**src/rtl/fetch_queue.sv**
```systemverilog
// ----------------------------------------------------------------------------
// fetch_queue
//
// Instruction fetch front end with a small in-order instruction buffer.
// Issues one instruction-memory read at a time at the current PC and holds
// the PC (pc_stall) whenever no read is issued. Returned words are queued
// together with their fetch address and presented to decode from the head.
// A branch flushes the queue and discards any read that is still in flight.
//
// Optional feature macro: FETCH_ALIGN_CHECK_EN
//   defined   : a misaligned pc (pc[1:0] != 0) blocks fetch and sets a
//               sticky align_err flag, which clears only on reset.
//   undefined : no alignment checking, align_err is tied to 0.
//
// Parameters
//   DEPTH        number of buffer entries (power of two, 2..16)
//
// Ports
//   clk          clock, all state updates on the rising edge
//   rst          asynchronous reset, active low
//   pc           byte fetch address from the program counter
//   branch       flush request (same cycle the PC loads the branch target)
//   pc_stall     1 = PC holds this cycle (no fetch issued)
//   imem_req     instruction-memory read strobe, one cycle per request
//   imem_addr    read address, equal to pc
//   imem_rdata   returned instruction word
//   imem_rvalid  imem_rdata valid
//   instr        head-of-queue instruction
//   instr_pc     fetch address of instr
//   instr_valid  queue non-empty
//   instr_ready  decode accepts instr this cycle
//   align_err    sticky misaligned-fetch flag
// ----------------------------------------------------------------------------
module fetch_queue #(
    parameter int DEPTH = 4
) (
    input  logic        clk,
    input  logic        rst,
    input  logic [8:0]  pc,
    input  logic        branch,
    output logic        pc_stall,
    output logic        imem_req,
    output logic [8:0]  imem_addr,
    input  logic [31:0] imem_rdata,
    input  logic        imem_rvalid,
    output logic [31:0] instr,
    output logic [8:0]  instr_pc,
    output logic        instr_valid,
    input  logic        instr_ready,
    output logic        align_err
);

    localparam int PW = (DEPTH > 1) ? $clog2(DEPTH) : 1;
    localparam int CW = $clog2(DEPTH) + 1;
    localparam logic [CW-1:0] DEPTH_C = CW'(DEPTH);
    localparam logic [CW-1:0] ONE_C   = CW'(1);
    localparam logic [PW-1:0] PONE_C  = PW'(1);

    localparam logic [1:0] IDLE = 2'd0;
    localparam logic [1:0] WAIT = 2'd1;
    localparam logic [1:0] DROP = 2'd2;

    logic [1:0]    state_q, state_d;
    logic [CW-1:0] count_q, count_d;
    logic [PW-1:0] wr_ptr_q, wr_ptr_d;
    logic [PW-1:0] rd_ptr_q, rd_ptr_d;
    logic [8:0]    req_pc_q, req_pc_d;
    logic [31:0]   data_q [DEPTH];
    logic [31:0]   data_d [DEPTH];
    logic [8:0]    addr_q [DEPTH];
    logic [8:0]    addr_d [DEPTH];

    logic          align_ok_s;
    logic          issue_s;
    logic          push_s;
    logic          pop_s;
    logic          not_full_s;

`ifdef FETCH_ALIGN_CHECK_EN
    logic          align_err_q, align_err_d;
    logic          misalign_s;

    assign misalign_s = (pc[1:0] != 2'b00);
    assign align_ok_s = ~misalign_s;
    assign align_err  = align_err_q;

    // Sticky flag: set by a fetch attempt at a misaligned address.
    always_comb begin
        align_err_d = align_err_q;
        if ((state_q == IDLE) && misalign_s && !branch) begin
            align_err_d = 1'b1;
        end else begin
            align_err_d = align_err_q;
        end
    end

    // Misaligned-fetch flag register, cleared only by reset.
    always_ff @(posedge clk or negedge rst) begin
        if (!rst) begin
            align_err_q <= 1'b0;
        end else begin
            align_err_q <= align_err_d;
        end
    end
`else
    assign align_ok_s = 1'b1;
    assign align_err  = 1'b0;
`endif

    assign not_full_s = (count_q < DEPTH_C);

    // Request issue is combinational; rst is included so the strobe is low
    // while reset is held even though the idle state would otherwise allow it.
    assign issue_s = rst && (state_q == IDLE) && !branch && not_full_s && align_ok_s;

    // A returned word is kept only for a live (non-discarded) request and
    // only when no branch is flushing the queue on the same edge.
    assign push_s = (state_q == WAIT) && imem_rvalid && !branch;
    assign pop_s  = (count_q != {CW{1'b0}}) && instr_ready && !branch;

    assign imem_req    = issue_s;
    assign pc_stall    = ~issue_s;
    assign imem_addr   = pc;
    assign instr_valid = (count_q != {CW{1'b0}});
    assign instr       = data_q[rd_ptr_q];
    assign instr_pc    = addr_q[rd_ptr_q];

    // Request-tracking state machine.
    always_comb begin
        state_d  = state_q;
        req_pc_d = req_pc_q;
        case (state_q)
            IDLE: begin
                if (issue_s) begin
                    state_d  = WAIT;
                    req_pc_d = pc;
                end else begin
                    state_d  = IDLE;
                end
            end
            WAIT: begin
                if (imem_rvalid) begin
                    state_d = IDLE;
                end else if (branch) begin
                    state_d = DROP;
                end else begin
                    state_d = WAIT;
                end
            end
            DROP: begin
                if (imem_rvalid) begin
                    state_d = IDLE;
                end else begin
                    state_d = DROP;
                end
            end
            default: begin
                state_d = IDLE;
            end
        endcase
    end

    // Occupancy and pointer update; a branch wipes the queue outright.
    always_comb begin
        count_d  = count_q;
        wr_ptr_d = wr_ptr_q;
        rd_ptr_d = rd_ptr_q;
        if (branch) begin
            count_d  = {CW{1'b0}};
            wr_ptr_d = {PW{1'b0}};
            rd_ptr_d = {PW{1'b0}};
        end else begin
            if (push_s) begin
                wr_ptr_d = wr_ptr_q + PONE_C;
            end else begin
                wr_ptr_d = wr_ptr_q;
            end
            if (pop_s) begin
                rd_ptr_d = rd_ptr_q + PONE_C;
            end else begin
                rd_ptr_d = rd_ptr_q;
            end
            case ({push_s, pop_s})
                2'b10:   count_d = count_q + ONE_C;
                2'b01:   count_d = count_q - ONE_C;
                default: count_d = count_q;
            endcase
        end
    end

    // Buffer storage write at the tail.
    always_comb begin
        data_d = data_q;
        addr_d = addr_q;
        if (push_s) begin
            data_d[wr_ptr_q] = imem_rdata;
            addr_d[wr_ptr_q] = req_pc_q;
        end else begin
            data_d = data_q;
            addr_d = addr_q;
        end
    end

    // Control state registers.
    always_ff @(posedge clk or negedge rst) begin
        if (!rst) begin
            state_q  <= IDLE;
            count_q  <= {CW{1'b0}};
            wr_ptr_q <= {PW{1'b0}};
            rd_ptr_q <= {PW{1'b0}};
            req_pc_q <= 9'd0;
        end else begin
            state_q  <= state_d;
            count_q  <= count_d;
            wr_ptr_q <= wr_ptr_d;
            rd_ptr_q <= rd_ptr_d;
            req_pc_q <= req_pc_d;
        end
    end

    // Buffer storage registers.
    always_ff @(posedge clk or negedge rst) begin
        if (!rst) begin
            for (int i = 0; i < DEPTH; i++) begin
                data_q[i] <= 32'd0;
                addr_q[i] <= 9'd0;
            end
        end else begin
            for (int i = 0; i < DEPTH; i++) begin
                data_q[i] <= data_d[i];
                addr_q[i] <= addr_d[i];
            end
        end
    end

endmodule
```
**config.mk**
```make
export PLATFORM = sky130hd
export DESIGN_NAME = fetch_queue
export DESIGN_NICKNAME = d
export VERILOG_FILES = /design/src/rtl/fetch_queue.sv
export SDC_FILE = /design/constraint.sdc
export NUM_CORES = 1
export LEC_CHECK = 0
export CAP_MARGIN = 20
export CORE_MARGIN = 5
export CORE_UTILIZATION = 40
export CTS_CLUSTER_SIZE = 14
export DETAILED_ROUTE_END_ITERATION = 8
export GPL_TIMING_DRIVEN = 0
export SLEW_MARGIN = 20
export SYNTH_ARGS = -nofsm -noshare
export SYNTH_HDL_FRONTEND = slang
export SYNTH_SLANG_ARGS = --single-unit
```
**constraint.sdc**
```tcl
create_clock -name clk -period 2.6 [get_ports clk]
set_clock_uncertainty 0.05 [all_clocks]
set_input_delay 0.65 -clock clk [delete_from_list [all_inputs] [get_ports clk]]
set_output_delay 0.65 -clock clk [all_outputs]
set_load 0.02 [all_outputs]
```
### After elaboration in Yosys (flattened, before gate mapping)

Index checks and enable logic that the tools add are counted.

| cells by class | value |
|---|---|
| $add $sub $neg | 4 |
| order comparisons | 4 |
| equality and inequality tests | 4 |
| muxes and demuxes | 23 |
| bitwise gates (word level) | 3 |
| reduce and logical (&&, ||, !) cells | 15 |

Operators with widths:

| operator | count |
|---|---|
| $bwmux 128 | 1 |
| $mux 32 | 3 |
| $bmux 32 s2 | 1 |
| $demux 32 s2 | 1 |
| $bwmux 36 | 1 |
| $mux 9 | 3 |
| $bmux 9 s2 | 1 |
| $demux 9 s2 | 1 |
| $mux 2 | 7 |
| $logic_and 1x1->1 | 8 |
| $ge 3x3->1 const B | 2 |
| $not 2->3 | 2 |
| $pmux 2 s3 | 1 |
| $pmux 3 s2 | 1 |
| $reduce_bool 3->1 | 2 |
| $add 2x1->2 const B | 2 |
| $eq 2x1->1 const B | 2 |
| $eq 2x2->1 const B | 2 |
| $reduce_bool 2->1 | 2 |
| $add 3x1->3 const B | 1 |
| $lt 3x1->1 const B | 1 |
| $lt 3x3->1 const B | 1 |
| $mux 3 | 1 |
| $sub 3x1->3 const B | 1 |
| other kinds (5) | 5 |

| word-level totals | value |
|---|---|
| register bits | 182 |
| input port bits | 46 |
| output and inout port bits | 54 |
| word-level logic and storage cells | 66 |

### Depth between registers and ports, before layout

| logic depth | value |
|---|---|
| word-level depth | 6 |
| depth in mapped cells | 7 |
| depth with buffers taken out | 6 |

### Worst setup path before layout

Ideal clock, no wire load.

| timing | value |
|---|---|
| path type | input to register |
| from | in branch |
| to | reg count_q[2] |
| setup time | 0.111 ns |
| data arrival time | 1.975 ns |
| data required time | 2.439 ns |
| path slack | 0.464 ns |
| stages on the path | 6 |
| buffers on the path | 1 |
| path through | clkbuf_1 nor3_1 fa_1 nand3b_1 o21ai_0 a2111oi_2 |

| on the way | value |
|---|---|
| cells in the longest elaborated chain, start to end | 5 |
| elaborated cells on any way between the ends | 8 |
| classes of those cells | 2 x eq/ne; 2 x mux; 4 x reduce/logical |

RTL lines:

| element | RTL line | text |
|---|---|---|
| from (decl) | 40 | `input logic branch,` |
| $logic_not 1->1 | 118, 119 |  |
| $logic_and 1x1->1, on equally long branches | 119, 118 |  |
| $eq 2x1->1 or $eq 2x2->1 (tied branches) | 183 | `case ({push_s, pop_s})` |
| $pmux 3 s2 | 183 |  |
| $mux 3 | 168 | `if (branch) begin` |
| to (signal assigned) | 208 | `count_q <= {CW{1'b0}};` |
| to (signal assigned) | 214 | `count_q <= count_d;` |
| to (decl) | 64 | `logic [CW-1:0] count_q, count_d;` |

Several ways; a longest one is shown, not always the timed one.
A chain may end at the register's enable or synchronous reset.

### Worst setup path in the final report

| timing | value |
|---|---|
| from | in pc[0] |
| to | out imem_addr[0] |

RTL lines:

| element | RTL line | text |
|---|---|---|
| from (decl) | 39 | `input logic [8:0] pc,` |
| to (decl) | 43 | `output logic [8:0] imem_addr,` |

No word-level cell between the ends.

==> results by group <==
CTS
  – Root Driver: clkbuf_16
  – Hold-fix buffers, CTS: 0
  – Clock insertion delay at the later pin of the skew report: 0.43 ns
  – H-tree depth: 4
  – Sink Count: 182
  – Maximum clock path buffer count: 2
  – CTS tree: built
  – Total CTS buffers: 17
  – Clk slew on worst S/H paths: 0.07 ns

Die
  – Die ar.: 23200 um^2
  – Core Footprint: 20100 um^2
  – IO Count: 100
  – Die W: 152 um
  – Die H: 152 um
  – FP Rows: 52
  – Starting Density: 40.4%

Synth
  – Synthesized area: 8120 um^2
  – Post-synth EDFFs: 0
  – Count leader, synth: dfrtp_1
  – Yosys Warn Count: 0
  – Synth area leaders: dfrtp_1, mux2_2, mux4_2
  – Synthesized instance count: 486
  – Count of cell types in the netlist: 31
  – Most common library cells after synthesis: dfrtp_1, mux2_2, mux4_2, buf_6, mux2_1
  – Syn_nets: 537
  – Area share of the largest cell type after synthesis: 56.1%
  – Yosys reg bits: 182
  – Async S/R FF share, synth: 100%
  – Average size of a mapped cell: 16.7 um^2
  – Sequential cell area fraction in the yosys report: 56.1%
  – Most used DFF post-synth: dfrtp_1
  – Leading area contributor after synthesis: dfrtp_1

Timing
  – Hold Vio Cnt, Final: 0
  – Hold_ws: 0.0278 ns
  – Setup TNS: 0 ns
  – Fmax: 0.388 GHz
  – Max Slew Vio Count: 0
  – Final setup vio count: 0
  – Unrepaired setup endpoints after global routing: true
  – Post-route setup slack: 0.0252 ns
  – Crit share post-route: 99.0%
  – Tmin final: 2.57 ns

Worst setup path
  – Buf/Inv on CP: 3
  – Endpoint class of the critical path: output pin
  – CP max stage delay: 0.59 ns
  – Critical Path RT: 1.90 ns
  – Reg2reg start: count_q[2]$_DFFE_PN0P_
  – FF-to-FF setup slack: 0.53 ns
  – Worst Path Arrival: 1.87 ns
  – CP Cell Sequence: clkdlybuf4s50_1, buf_4, clkdlybuf4s50_1
  – Crit path max-delay family: buffers and inverters
  – Worst-path fanout max: 2
  – Crit-path most repeated cell: clkdlybuf4s50_1
  – Slowest-stage cell, CP: clkdlybuf4s50_1
  – Crit Path Class: in -> out
  – R2R cell count: 6
  – Worst Setup Start Kind: input pin
  – Reg2reg end: count_q[2]$_DFFE_PN0P_

Run
  – Total of max-cap violations: 0

Power and ir drop
  – Pwr Total: 9.76 mW
  – Switching power: 2.91 mW
  – Internal power: 6.85 mW
  – Switch share: 29.9%
  – Max rail drop VDD: 0.475 mV
  – Pwr per Cell Area: 961 nW/um^2
  – Sequential Power Share: 38.2%
  – Leak pwr: 4.82 nW
  – Clk pwr share: 28.9%
  – Logic gate share of total power: 32.8%

Finish
  – Final core utilization: 50.5%
  – Post-route design area: 10200 um^2
  – Synthesis-to-finish area growth: 25.1%
  – Storage cell area: 4550 um^2
  – Fillers: 1726
  – Multi-input combinational cell area: 3240 um^2
  – Layout cells sized above 1: 52.8%
  – Number of diodes: 0
  – Final cell count without fillers: 893
  – Final net count: 661

Global route
  – Number of global-route vias before repair: 5095
  – First-pass GRT wire length: 27.5 mm
  – Initial antenna violation count: 0
  – Overall routing resource usage: 15.0%
  – Largest net degree at the start of global routing: 98
  – Total gr overflow: 0

Route
  – Routed len/inst: 18.8 um
  – Final WL: 16.8 mm
  – First-iteration detailed-routing DRC count: 107
  – Post-route ant nets: 0
  – Drt pass-1 iters: 4
  – DR vias: 4496
  – Vias per cell: 5.03
  – Residual DRC: 0

Placed design
  – Dpl cell area: 9470 um^2
  – Routability cong.: 0.709
  – Inst Count DP: 855
  – Post-Place Setup Slack: -0.663 ns
  – Hpwl dp: 11.0 mm
  – IO buf count: 98

Run status
  – Result of the run: completed

Min path
  – Worst hold path class: in -> async
timing repair:
item / 4_1_cts / 5_1_grt
setup buffers: 3 / 3
cloned: 0 / 1
gates resized for setup: 101 / 90
setup endpoints to repair: 44 / 40
layout by cell type, fill, tap and decap left out, types with 2 or more instances in the layout:
master | synthesis | final
dfrtp_1 | 182 | 182
mux2_2 | 160 | 160
clkdlybuf4s50_1 | 0 | 50
mux4_2 | 41 | 41
clkbuf_2 | 0 | 33
buf_6 | 16 | 25
clkbuf_16 | 0 | 18
mux2_1 | 13 | 13
buf_4 | 11 | 13
nor2_1 | 12 | 11
bufinv_16 | 0 | 5
buf_12 | 0 | 4
buf_2 | 7 | 4
nand2_4 | 4 | 4
ha_1 | 4 | 4
buf_8 | 0 | 3
clkbuf_8 | 0 | 3
inv_1 | 3 | 3
nor3_1 | 3 | 3
xnor2_1 | 3 | 3
clkinv_2 | 0 | 3
dlygate4sd2_1 | 0 | 3
clkbuf_4 | 0 | 2
and3_4 | 1 | 2
nor2b_1 | 2 | 2
clkbuf_1 | 5 | 2
a21oi_1 | 2 | 2
xor2_1 | 2 | 2
o21ai_0 | 2 | 2
clkinvlp_4 | 0 | 2
inv_6 | 0 | 2
buf_16 | 0 | 2
dlymetal6s2s_1 | 0 | 2
cell families after synthesis:
group                      count (synthesis)  synth area share (%)
and+or+nand+nor                           29                  2.13
DFF                                      182                  56.1
xor gates and xnor gates                   5                 0.540
buffers and inverters                     42                  4.04
muxes                                    215                  35.5
other                                      1                0.0462
adders and majority gates                  5                 0.863
AOI/OAI and AO/OA                          7                 0.786
layer usage:
layer  share of wire (%)  track usage [%]  routed length [um]
met5                   0                0                   0
met4                 1.1             4.37                 188
met3                 3.4             3.49                 580
met2                  50             25.2                8390
met1                  46             19.5                7670
sequential cells by signal, summed over array words and instances (netlist names):
register / flops
addr_q: 36
count_q: 3
data_q: 128
rd_ptr_q: 2
req_pc_q: 9
state_q: 2
wr_ptr_q: 2
power by group through the flow:
stage / combinational (mW) / clock (mW) / sequential, mW
2_1_floorplan: 2.10 / 0 / 3.67
3_5_place_dp: 3.43 / 0 / 3.79
4_1_cts: 3.19 / 2.90 / 3.74
5_1_grt: 3.46 / 3.01 / 3.82
3_3_place_gp: 3.37 / 0 / 3.74
6_report: 3.20 / 2.82 / 3.73
area by class of cell:
class                   count  share of cell area [%]
plain buffers              38                    4.08
clock buffers              20                    4.50
multi-input cells         262                    31.9
repair buffers            106                    9.25
clock inverters            12                    1.95
inverters                   3                   0.111
well taps                 270                    3.33
flip-flops and latches    182                    44.8
how the worst max path moves through the flow:
| stage | start | to | slack (ns) | depth (start not counted) |
|---|---|---|---|---|
| final | pc[0] | imem_addr[0] | 0.03 | 3 |
| after global routing | rd_ptr_q[0]$_DFFE_PN0P_ | instr_pc[4] | -0.05 | 5 |
| after CTS | rd_ptr_q[0]$_DFFE_PN0P_ | instr[19] | -0.17 | 4 |
| after detailed placement | rst | imem_req | -0.66 | 4 |
| after global placement | rst | imem_req | -6.88 | 4 |
| after floorplan | branch | count_q[2]$_DFFE_PN0P_ | 0.46 | 6 |
No activity file was read; power rests on OpenSTA's default activity.
